### config.mk
export PLATFORM = sky130hd
export DESIGN_NAME = cp0_exc_ctrl
export DESIGN_NICKNAME = d
export VERILOG_FILES = /design/src/rtl/cp0_exc_ctrl.sv
export SDC_FILE = /design/constraint.sdc
export NUM_CORES = 1
export LEC_CHECK = 0
export ABC_AREA = 0
export BUFFER_PORTS_ARGS = -buffer_cell sky130_fd_sc_hd__buf_2
export CORE_ASPECT_RATIO = 1.25
export CORE_MARGIN = 1.5
export CORE_UTILIZATION = 40
export DETAILED_ROUTE_END_ITERATION = 12
export PLACE_DENSITY = 0.7
export SYNTH_ARGS = -nofsm -noshare
export SYNTH_HDL_FRONTEND = slang
export SYNTH_SLANG_ARGS = --single-unit
export TNS_END_PERCENT = 5
### constraint.sdc
create_clock -name Clk -period 4.3 [get_ports Clk]
set_input_delay 1.29 -clock Clk [delete_from_list [all_inputs] [get_ports Clk]]
set_output_delay 1.29 -clock Clk [all_outputs]
set_load 0.02 [all_outputs]
### src/rtl/cp0_exc_ctrl.sv
// Coprocessor-0 exception/interrupt controller: holds SR, Cause, EPC and PRId and
// decides each cycle whether the PC vectors to the handler or returns to EPC.
module cp0_exc_ctrl #(
    parameter logic [31:0] PRID_VAL = 32'h0000_4C34
) (
    input  logic        Clk,
    input  logic        Reset,
    input  logic [5:0]  HWInt,
    input  logic [31:0] PcM,
    input  logic        BdM,
    input  logic        ValidM,
    input  logic        ExcM,
    input  logic [4:0]  ExcCodeM,
    input  logic        EretM,
    input  logic        We,
    input  logic [4:0]  Addr,
    input  logic [31:0] Din,
    output logic [31:0] Dout,
    output logic        IntReq,
    output logic        EretReq,
    output logic [31:0] EpcOut
);

    localparam logic [4:0]  REG_SR    = 5'd12;
    localparam logic [4:0]  REG_CAUSE = 5'd13;
    localparam logic [4:0]  REG_EPC   = 5'd14;
    localparam logic [4:0]  REG_PRID  = 5'd15;
    localparam logic [31:0] WORD_MASK = 32'hFFFF_FFFC;

    logic [5:0]  sr_im;
    logic        sr_exl;
    logic        sr_ie;
    logic        cause_bd;
    logic [5:0]  cause_ip;
    logic [4:0]  cause_exc;
    logic [31:0] epc;

    logic        ip;
    logic        take;
    logic        wr_sr;
    logic        wr_epc;
    logic [31:0] epc_hw;

    // Accept/return decisions are combinational so the PC can act at the same edge.
    always_comb begin
        ip      = (|(cause_ip & sr_im)) & sr_ie & ~sr_exl;
        take    = ValidM & (ip | ExcM);
        IntReq  = take;
        EretReq = ValidM & EretM & ~take;
        wr_sr   = We && (Addr == REG_SR);
        wr_epc  = We && (Addr == REG_EPC);
        epc_hw  = (BdM ? (PcM - 32'd4) : PcM) & WORD_MASK;
        EpcOut  = wr_epc ? (Din & WORD_MASK) : epc;
    end

    always_comb begin
        Dout = 32'd0;
        case (Addr)
            REG_SR:    Dout = {16'd0, sr_im, 8'd0, sr_exl, sr_ie};
            REG_CAUSE: Dout = {cause_bd, 15'd0, cause_ip, 3'd0, cause_exc, 2'd0};
            REG_EPC:   Dout = epc;
            REG_PRID:  Dout = PRID_VAL;
            default:   Dout = 32'd0;
        endcase
    end

    // Hardware updates on take/eret are applied after mtc0 so they win on conflict.
    always_ff @(posedge Clk or posedge Reset) begin
        if (Reset) begin
            sr_im     <= 6'd0;
            sr_exl    <= 1'b0;
            sr_ie     <= 1'b0;
            cause_bd  <= 1'b0;
            cause_ip  <= 6'd0;
            cause_exc <= 5'd0;
            epc       <= 32'd0;
        end else begin
            cause_ip <= HWInt;
            if (wr_sr) begin
                sr_im  <= Din[15:10];
                sr_exl <= Din[1];
                sr_ie  <= Din[0];
            end
            if (wr_epc) begin
                epc <= Din & WORD_MASK;
            end
            if (take) begin
                sr_exl    <= 1'b1;
                cause_exc <= ip ? 5'd0 : ExcCodeM;
                if (!sr_exl) begin
                    epc      <= epc_hw;
                    cause_bd <= BdM;
                end
            end else if (EretReq) begin
                sr_exl <= 1'b0;
            end
        end
    end

endmodule

==> results of run 1 <==
[metal layers]
metal  part of all wire, %  wire length, µm
met3                   5.2              510
met1                    42             4090
met4                   2.2              219
met2                    51             4970
met5                     0                0
[area by class of cell]
type / count / area [µm²] / area share (%)
repair buffers: 159 / 818 / 19.1
flip-flops and latches: 52 / 1300 / 30.4
inverters: 6 / 22.5 / 0.526
multi-input cells: 296 / 1920 / 44.9
clock inverters: 1 / 7.51 / 0.175
clock buffers: 7 / 86.3 / 2.02
well taps: 97 / 121 / 2.84
[sequential cells by signal, indices dropped and copies added (netlist names)]
register	cells
epc	32
cause_ip	6
cause_bd	1
sr_im	6
sr_ie	1
cause_exc	5
sr_exl	1
[worst max-delay path: stages]
cell	delay [ps]
buf_2	140
nor4bb_4	290
buf_4	350
nand3_1	150
buf_4	250
nand2_1	90
nand2_1	80
buf_2	170
[cells in the final DEF (no fill, tap or decap), drive strengths merged]
cell type,count
or3,7
a22o,5
inv,6
clkinvlp,1
nand3,5
a21oi,6
nor2,12
ha,1
nand4bb,1
nor2b,3
a31oi,1
a22oi,9
o211ai,3
o21ai,11
xor2,24
nor4,13
mux2i,3
nand2b,1
or2,1
dfrtp,52
nor3b,2
nand2,107
nor4bb,1
or4,4
nor3,6
mux2,38
buf,159
nor4b,3
and3,19
xnor2,4
and2,6
clkbuf,7
[where the power goes]
group | switching [W] | internal [W] | leakage [nW]
Sequential | 0.0000636 | 0.000602 | 0.627
Clock | 0.000170 | 0.000131 | 0.0445
Combinational | 0.000339 | 0.000238 | 1.62
[cell families after synthesis]
logic type	count (synthesis)
simple gates	191
flops	52
mux	41
compound gates	35
xor+xnor	28
buf+inv	27
fa+ha+maj	1
[cell usage after synthesis (all sizes together)]
| cell | number | area, µm² |
|---|---|---|
| a21oi | 6 | 30.0 |
| nand2 | 107 | 402 |
| a22oi | 9 | 67.6 |
| nor3 | 6 | 30.0 |
| nor4 | 13 | 115 |
| mux2i | 3 | 30.0 |
| nor2b | 3 | 18.8 |
| buf | 4 | 41.3 |
| a31oi | 1 | 6.26 |
| nor3b | 2 | 15.0 |
| and3 | 19 | 119 |
| nand3 | 5 | 25.0 |
| and2 | 6 | 37.5 |
| a22o | 5 | 43.8 |
| o21ai | 11 | 55.1 |
| xnor2 | 4 | 35.0 |
| nand2b | 1 | 6.26 |
| or2 | 1 | 6.26 |
| nor2 | 12 | 45.0 |
| nor4bb | 1 | 10.0 |
| nand4bb | 1 | 11.3 |
| o211ai | 3 | 22.5 |
| or4 | 4 | 37.5 |
| mux2 | 38 | 428 |
| dfrtp | 52 | 1300 |
| or3 | 7 | 43.8 |
| ha | 1 | 12.5 |
| xor2 | 24 | 210 |
| inv | 6 | 22.5 |
| nor4b | 3 | 32.5 |
| clkbuf | 17 | 63.8 |
[metrics by stage]
stage | power (W) | setup slack (ps) | hold slack (ps)
3_5_place_dp | 0.00125 | 191 | 483
6_report | 0.00154 | 179 | 511
3_3_place_gp | 0.00124 | 219 | 486
2_1_floorplan | 0.00103 | 378 | 466
5_1_grt | 0.00163 | 14.4 | 527
4_1_cts | 0.00156 | 186 | 512
[how the worst max path moves through the flow]
stage                        from         end  slack, ps  depth (start not counted)
after floorplan           Addr[0]     Dout[2]        380                          5
after global placement    Addr[0]    Dout[10]        220                          7
after detailed placement  Addr[0]  EpcOut[14]        190                          8
after CTS                 Addr[0]    Dout[11]        190                          7
after global routing      Addr[0]   EpcOut[7]         10                          8
final                     Addr[0]  EpcOut[14]        180                          8
==> impl_metrics.json, run 1 <==
{
  "synth_top_family_by_area": "simple AND/OR/NAND/NOR gates",
  "fmax_mhz": 243,
  "h-tree-depth": 2,
  "avgViaCountPerCell": 5.19,
  "fp.coreArea_mm2": 0.00815,
  "p_leak_nw": 2.29,
  "crit_path_max_fanout": 30,
  "antenna_found_initial": 0,
  "start_util_pct": 40.8,
  "min_delay_worst_endpoint": "cause_exc[2]",
  "grt_max_degree": 39,
  "arrival_ps": 2830,
  "drtIter0Drc": 137,
  "numPortBuffers": 150,
  "synth-seq-area-share_pct": 39.1,
  "postRouteAntennaNets": 0,
  "tns_ps": 0,
  "dp_hpwl_um": 7360,
  "netlist-cell-type-count": 38,
  "ir_drop_uv": 198,
  "synth_compound_area_share_pct": 6.77,
  "fillers": 813,
  "std_cell_rows": 37,
  "grt_pass1_vias": 3221,
  "grt_busiest_layer": "met2",
  "first_pass_iters": 4,
  "worstReg2RegStart": "cause_ip[3]",
  "final_cells": 618,
  "grt_use_met1_pct": 27.4,
  "slew-limit-headroom_pct": 25.4,
  "maxCapViolCount": 0,
  "cts_buffers": 5,
  "hp-class": "reg -> reg",
  "fin_skew_ps": 10.3,
  "postCtsHoldBufs": 0,
  "post-route-util_pct": 52.5,
  "areaGrowthSynthToFinish_pct": 28.7,
  "yosys.area_share.simple_pct": 28.7,
  "yosys_warnings": 0,
  "die_w_um": 84.5,
  "wl_per_cell_um": 15.8,
  "gp_congestion": 0.869,
  "drive_above_1_share_pct": 41.3,
  "muxShareOfSynthArea_pct": 13.8,
  "antenna_cells": 0,
  "p_per_area_mw_per_mm2": 361,
  "finalSetupViolCount": 0,
  "finalCritPeriodShare_pct": 95.8,
  "hp-start": "cause_exc[2]",
  "slew_viol_final": 0,
  "synth_fa_ha_area_share_pct": 0.376,
  "timing.rr.end": "epc[24]",
  "ys_seq_elements": 52,
  "fin_area_mm2": 0.00428,
  "die_y_um": 105,
  "cts_sinks": 52,
  "cts_resized": 0,
  "end_kind": "output pin",
  "clk_latency_ps": 310,
  "finalWirelength_um": 9790,
  "clk_pin_slew_ps": 90,
  "nets": 608,
  "grtUsageMet3_pct": 3.79,
  "cts_root_buffer": "clkbuf_8",
  "vias": 3205,
  "required_ps": 3010,
  "r2r_slack_ps": 2020,
  "synthCells": 375,
  "clockBufferDepth": 2,
  "period_minus_slack_ps": 4120,
  "synthXorXnorAreaFrac_pct": 7.38,
  "synth.cell_area_mm2": 0.00332,
  "hold_viol_final": 0,
  "grt_pass1_wl_um": 15600,
  "postCtsSetupRepairBufs": 0,
  "status": "complete, no violations",
  "placed_cell_area_mm2": 0.00419,
  "startpoint_type": "input pin",
  "dieArea_mm2": 0.00887,
  "drc": 0,
  "placed_cells": 610,
  "grt_util_all_layers_pct": 22.0,
  "rr_worst_depth": 4,
  "grt-ovfl-total": 0,
  "cts_tree": "yes",
  "min_path_cells": 1,
  "path_class": "in -> out",
  "syn_area_per_cell_um2": 8.87,
  "rsz0062_at_grt": "no",
  "io_pins": 153,
  "synth_nets": 463,
  "met2_usage_pct": 38.4,
  "worst-slew-pin-transition_ps": 1110
}
(Power assumes the default switching activity.)
==> run 2, diff against run 1 <==
--- a/config.mk
+++ b/config.mk
@@ -10,8 +10,10 @@
 export CORE_ASPECT_RATIO = 1.25
 export CORE_MARGIN = 1.5
 export CORE_UTILIZATION = 40
+export CTS_BUF_LIST = sky130_fd_sc_hd__clkbuf_8
 export DETAILED_ROUTE_END_ITERATION = 12
 export PLACE_DENSITY = 0.7
+export SLEW_MARGIN = 10
 export SYNTH_ARGS = -nofsm -noshare
 export SYNTH_HDL_FRONTEND = slang
 export SYNTH_SLANG_ARGS = --single-unit
==> impl_metrics.json, run 2 (synthesis gave the netlist of run 1 again) <==
{
  "cts_root_buffer": "clkbuf_8",
  "die_y_um": 105,
  "worstSetupEndpoint": "EpcOut[14]",
  "met3_length_um": 529,
  "cp_slowest_stage_delay_ps": 350,
  "drtIter0Drc": 137,
  "antenna_cells": 0,
  "fin_skew_ps": 11.0,
  "end_kind": "output pin",
  "most-common-layout-cells": "buf_2 (150), nand2_1 (107), dfrtp_1 (52), mux2_2 (38), xor2_1 (24)",
  "first_pass_iters": 4,
  "avgViaCountPerCell": 5.18,
  "grt_max_degree": 39,
  "pwr-share-seq_pct": 43.2,
  "grt_pass1_vias": 3221,
  "fillers": 813,
  "clockBufferDepth": 2,
  "r2r_slack_ps": 2010,
  "wl_met1_um": 4080,
  "fp.coreArea_mm2": 0.00815,
  "hold_viol_final": 0,
  "rr_worst_depth": 4,
  "slew_viol_final": 0,
  "final_common_cell": "buf_2",
  "cts_resized": 0,
  "post-route-util_pct": 52.5,
  "drc": 0,
  "h-tree-depth": 2,
  "cp_cell_sequence": "buf_2 -> nor4bb_4 -> buf_4 -> nand3_1 -> buf_4 -> nand2_1 -> nand2_1 -> buf_2",
  "clk_pin_slew_ps": 90,
  "start_util_pct": 40.8,
  "arrival_ps": 2830,
  "top_regs": "epc: 32 flops, cause_ip: 6 flops, sr_im: 6 flops",
  "grt_pass1_wl_um": 15600,
  "fmax_mhz": 243,
  "std_cell_rows": 37,
  "largest_reg_flops": 32,
  "combPwrFrac_pct": 37.4,
  "worst-slew-pin-transition_ps": 1120,
  "swShare_pct": 37.2,
  "wl_met2_um": 4970,
  "numPortBuffers": 150,
  "gp_congestion": 0.869,
  "dieArea_mm2": 0.00887,
  "required_ps": 3010,
  "top_register": "epc",
  "maxCapViolCount": 0,
  "p_leak_nw": 2.30,
  "topRoutingLayerUsed": "met4",
  "dp_hpwl_um": 7360,
  "startpoint_type": "input pin",
  "finalWirelength_um": 9790,
  "grt-ovfl-total": 0,
  "postCtsHoldBufs": 0,
  "whs_ps": 511,
  "cts_tree": "yes",
  "areaGrowthSynthToFinish_pct": 28.7,
  "p_clk_share_pct": 19.4,
  "p_switching_w": 0.000574,
  "vias": 3201,
  "die_w_um": 84.5,
  "critPathSlowestCell": "buf_4",
  "final_cells": 618,
  "fin_total_pwr_w": 0.00154,
  "status": "complete, no violations",
  "rsz0062_at_grt": "no",
  "antenna_found_initial": 0,
  "p_per_area_mw_per_mm2": 361,
  "worstReg2RegStart": "cause_ip[3]",
  "intPower_w": 0.000969,
  "wl_per_cell_um": 15.8,
  "startpoint": "Addr[0]",
  "io_pins": 153,
  "crit_path_max_fanout": 30,
  "cts_buffers": 5,
  "tns_ps": 0,
  "postRouteAntennaNets": 0,
  "clk_latency_ps": 310,
  "postCtsSetupRepairBufs": 0,
  "drive_above_1_share_pct": 41.3,
  "ir_drop_uv": 198,
  "placed_cells": 610,
  "nets": 608,
  "finalCritPeriodShare_pct": 95.9,
  "hp-class": "reg -> reg",
  "period_minus_slack_ps": 4120,
  "path_class": "in -> out",
  "grt_util_all_layers_pct": 22.0,
  "timing.rr.end": "epc[24]",
  "finalSetupViolCount": 0,
  "cts_sinks": 52,
  "slew-limit-headroom_pct": 25.3
}
==> run 2: worst min-delay path by stage <==
stage / start / endpoint / slack (ps) / cells after the start
floorplan: cause_exc[1] / cause_exc[1] / 470 / 1
global placement: cause_exc[1] / cause_exc[1] / 490 / 1
detailed placement: cause_exc[4] / cause_exc[4] / 480 / 1
CTS: cause_exc[2] / cause_exc[2] / 510 / 1
global route: cause_exc[2] / cause_exc[2] / 530 / 1
finish: cause_exc[2] / cause_exc[2] / 510 / 1
==> run 2: through the flow <==
stage / setup slack [ps] / area, µm²
global route: 14.4 / 4280
finish: 178 / 4280
global placement: 219 / 4190
floorplan: 378 / 3320
CTS: 186 / 4280
detailed placement: 191 / 4190
==> run 2: area by class of cell <==
type | count | area (µm²) | share of cell area, %
Tap cell | 97 | 121 | 2.84
Timing Repair Buffer | 159 | 818 | 19.1
Clock buffer | 6 | 82.6 | 1.93
Multi-Input combinational cell | 296 | 1920 | 44.9
Sequential cell | 52 | 1300 | 30.4
Clock inverter | 2 | 11.3 | 0.263
Inverter | 6 | 22.5 | 0.526
==> run 2: worst max-delay path: cells and delay by family <==
| kind | cells | cell delay (ps) |
|---|---|---|
| buf+inv | 4 | 910 |
| simple gates | 4 | 610 |
==> run 2: power by group through the flow <==
stage               combinational (W)  clock, W  sequential, W
finish                       0.000578  0.000300       0.000666
global route                 0.000627  0.000325       0.000677
CTS                          0.000581  0.000308       0.000665
detailed placement           0.000580         0       0.000674
global placement             0.000566         0       0.000669
floorplan                    0.000376         0       0.000654
==> run 2: layer usage <==
layer | up-vias | global-route usage, %
li1 | 1583 | -
met1 | 1483 | 27.4
met2 | 120 | 38.4
met3 | 15 | 3.79
met4 | 0 | 6.91
met5 | - | 0
==> run 3, diff against run 2 <==
--- a/config.mk
+++ b/config.mk
@@ -5,14 +5,15 @@
 export SDC_FILE = /design/constraint.sdc
 export NUM_CORES = 1
 export LEC_CHECK = 0
-export ABC_AREA = 0
+export ABC_AREA = 1
 export BUFFER_PORTS_ARGS = -buffer_cell sky130_fd_sc_hd__buf_2
 export CORE_ASPECT_RATIO = 1.25
 export CORE_MARGIN = 1.5
 export CORE_UTILIZATION = 40
 export CTS_BUF_LIST = sky130_fd_sc_hd__clkbuf_8
 export DETAILED_ROUTE_END_ITERATION = 12
-export PLACE_DENSITY = 0.7
+export GPL_TIMING_DRIVEN = 0
+export PLACE_DENSITY = 0.68
 export SLEW_MARGIN = 10
 export SYNTH_ARGS = -nofsm -noshare
 export SYNTH_HDL_FRONTEND = slang
==> impl_metrics.json, run 3 <==
{
  "status": "complete, no violations",
  "worst-slew-pin-transition_ps": 677,
  "hold_viol_final": 0,
  "p_per_area_mw_per_mm2": 362,
  "grt_pass1_vias": 3935,
  "numPortBuffers": 150,
  "die_y_um": 111,
  "cp_slowest_stage_delay_ps": 190,
  "dp_hpwl_um": 9340,
  "tns_ps": 0,
  "synth_area_leader_cell": "dfrtp_1",
  "crit_path_max_fanout": 10,
  "finalCritPeriodShare_pct": 90.3,
  "hp-class": "reg -> reg",
  "most-common-layout-cells": "buf_2 (156), nand2_1 (147), inv_1 (85), nor2_1 (71), dfrtp_1 (52)",
  "clk_latency_ps": 310,
  "drtIter0Drc": 158,
  "cts_tree": "yes",
  "required_ps": 3010,
  "drc": 0,
  "end_kind": "output pin",
  "cts_resized": 0,
  "grt-ovfl-total": 0,
  "top_register": "epc",
  "final_common_cell": "buf_2",
  "netlist.area_leader.share_pct": 34.9,
  "postRouteAntennaNets": 0,
  "grt_util_all_layers_pct": 23.5,
  "cts_buffers": 5,
  "slew_viol_final": 0,
  "synthCells": 542,
  "largest_reg_flops": 32,
  "worstReg2RegStart": "sr_im[4]",
  "postCtsSetupRepairBufs": 0,
  "syn_area_per_cell_um2": 6.88,
  "critPathSlowestCell": "o21ai_1",
  "areaGrowthSynthToFinish_pct": 27.9,
  "synth_edf_count": 0,
  "path_class": "in -> out",
  "cts_sinks": 52,
  "std_cell_rows": 39,
  "timing.rr.end": "epc[31]",
  "cp_cell_sequence": "buf_2 -> nand2_1 -> nor2_4 -> nand2_4 -> clkinv_4 -> nand2_4 -> inv_6 -> buf_8 -> o21ai_1 -> inv_1 -> buf_2",
  "min_delay_worst_endpoint": "cause_bd",
  "rsz0062_at_grt": "no",
  "ir_drop_uv": 139,
  "h-tree-depth": 2,
  "slew-limit-headroom_pct": 54.9,
  "rr_worst_depth": 11,
  "finalWirelength_um": 11300,
  "yosys-top-cells-count": "nand2_1 (147), inv_1 (86), nor2_1 (71)",
  "wl_per_cell_um": 13.7,
  "clockBufferDepth": 2,
  "whs_ps": 506,
  "antenna_cells": 0,
  "vias": 4035,
  "p_leak_nw": 2.62,
  "synth.cell_area_mm2": 0.00373,
  "yosys_warnings": 0,
  "grt_max_degree": 34,
  "startpoint_type": "input pin",
  "hp-start": "cause_bd",
  "top_regs": "epc: 32 flops, cause_ip: 6 flops, sr_im: 6 flops",
  "antenna_found_initial": 0,
  "maxCapViolCount": 0,
  "die_w_um": 89.4,
  "drive_above_1_share_pct": 32.5,
  "grt_pass1_wl_um": 18200,
  "ys_seq_elements": 52,
  "arrival_ps": 2600,
  "fin_total_pwr_w": 0.00173,
  "post-route-util_pct": 52.5,
  "fillers": 976,
  "avgViaCountPerCell": 4.90,
  "min_path_cells": 2,
  "finalSetupViolCount": 0,
  "cts_root_buffer": "clkbuf_8",
  "netlist-cell-type-count": 39,
  "yosys-top-cells-area": "dfrtp_1 (35%), nand2_1 (15%), inv_1 (8.7%), nor2_1 (7.1%), o21ai_2 (4.9%)",
  "synth_nets": 630,
  "fmax_mhz": 257,
  "synth-seq-area-share_pct": 34.9,
  "nets": 788,
  "clk_pin_slew_ps": 100,
  "dieArea_mm2": 0.00991,
  "io_pins": 153,
  "async_reset_ff_share_pct": 100,
  "start_util_pct": 41.1,
  "period_minus_slack_ps": 3890,
  "first_pass_iters": 4,
  "gp_congestion": 0.979,
  "r2r_slack_ps": 2690,
  "fin_skew_ps": 8.70,
  "fp.coreArea_mm2": 0.00908,
  "synthFlopType": "dfrtp_1",
  "synth.most_common_cell": "nand2_1",
  "postCtsHoldBufs": 0
}
## run 3: worst max path at each step
stage / start / to / slack [ps] / cells after the start
global route: Addr[3] / EpcOut[2] / 310 / 11
floorplan: Addr[3] / EpcOut[6] / 700 / 7
CTS: Addr[0] / EpcOut[10] / 410 / 10
detailed placement: Addr[0] / EpcOut[10] / 410 / 10
global placement: Addr[3] / EpcOut[2] / 420 / 11
finish: Addr[3] / EpcOut[2] / 410 / 11
## run 3: critical path: cells and delay by family
kind / cells / cell delay, ps
buffers and inverters: 6 / 670
and+or+nand+nor: 4 / 440
AOI/OAI and AO/OA: 1 / 190
## run 3: power by group
part / switching [W] / internal, W / total, W
sequential: 0.0000549 / 0.000613 / 0.000668
combinational: 0.000448 / 0.000257 / 0.000706
clock: 0.000177 / 0.000176 / 0.000353
## run 3: layout make-up
cell class / count / area, µm² / share of cell area, %
flip-flops and latches: 52 / 1300 / 27.3
well taps: 123 / 154 / 3.23
multi-input cells: 381 / 1950 / 40.9
clock buffers: 5 / 68.8 / 1.44
plain buffers: 15 / 116 / 2.44
inverters: 94 / 363 / 7.61
clock inverters: 3 / 46.3 / 0.971
repair buffers: 151 / 771 / 16.2
## run 3: logic make-up after synthesis
group / Yosys count / synth area share, %
AND/OR/NAND/NOR: 291 / 34.7
adder cells (fa/ha/maj): 1 / 0.336
multiplexers: 3 / 0.906
flip-flops: 52 / 34.9
buffers and inverters: 109 / 12.9
XOR/XNOR: 17 / 3.99
AO/OA/AOI/OAI: 69 / 12.3
## run 3: per-stage QoR
step | worst slack [ps] | cell area [µm²] | std cells
3_3_place_gp | 423 | 4630 | 815
3_5_place_dp | 410 | 4650 | 816
5_1_grt | 312 | 4770 | 824
4_1_cts | 407 | 4770 | 824
2_1_floorplan | 696 | 3730 | 542
6_report | 415 | 4770 | 824
## run 3: per-layer routing
layer | track usage [%] | vias to the layer above | share of wire [%]
met4 | 6.77 | 0 | 2.2
met3 | 2.53 | 18 | 5.4
li1 | - | 1998 | -
met5 | 0 | - | 0
met1 | 29.7 | 1888 | 42
met2 | 41.3 | 131 | 50
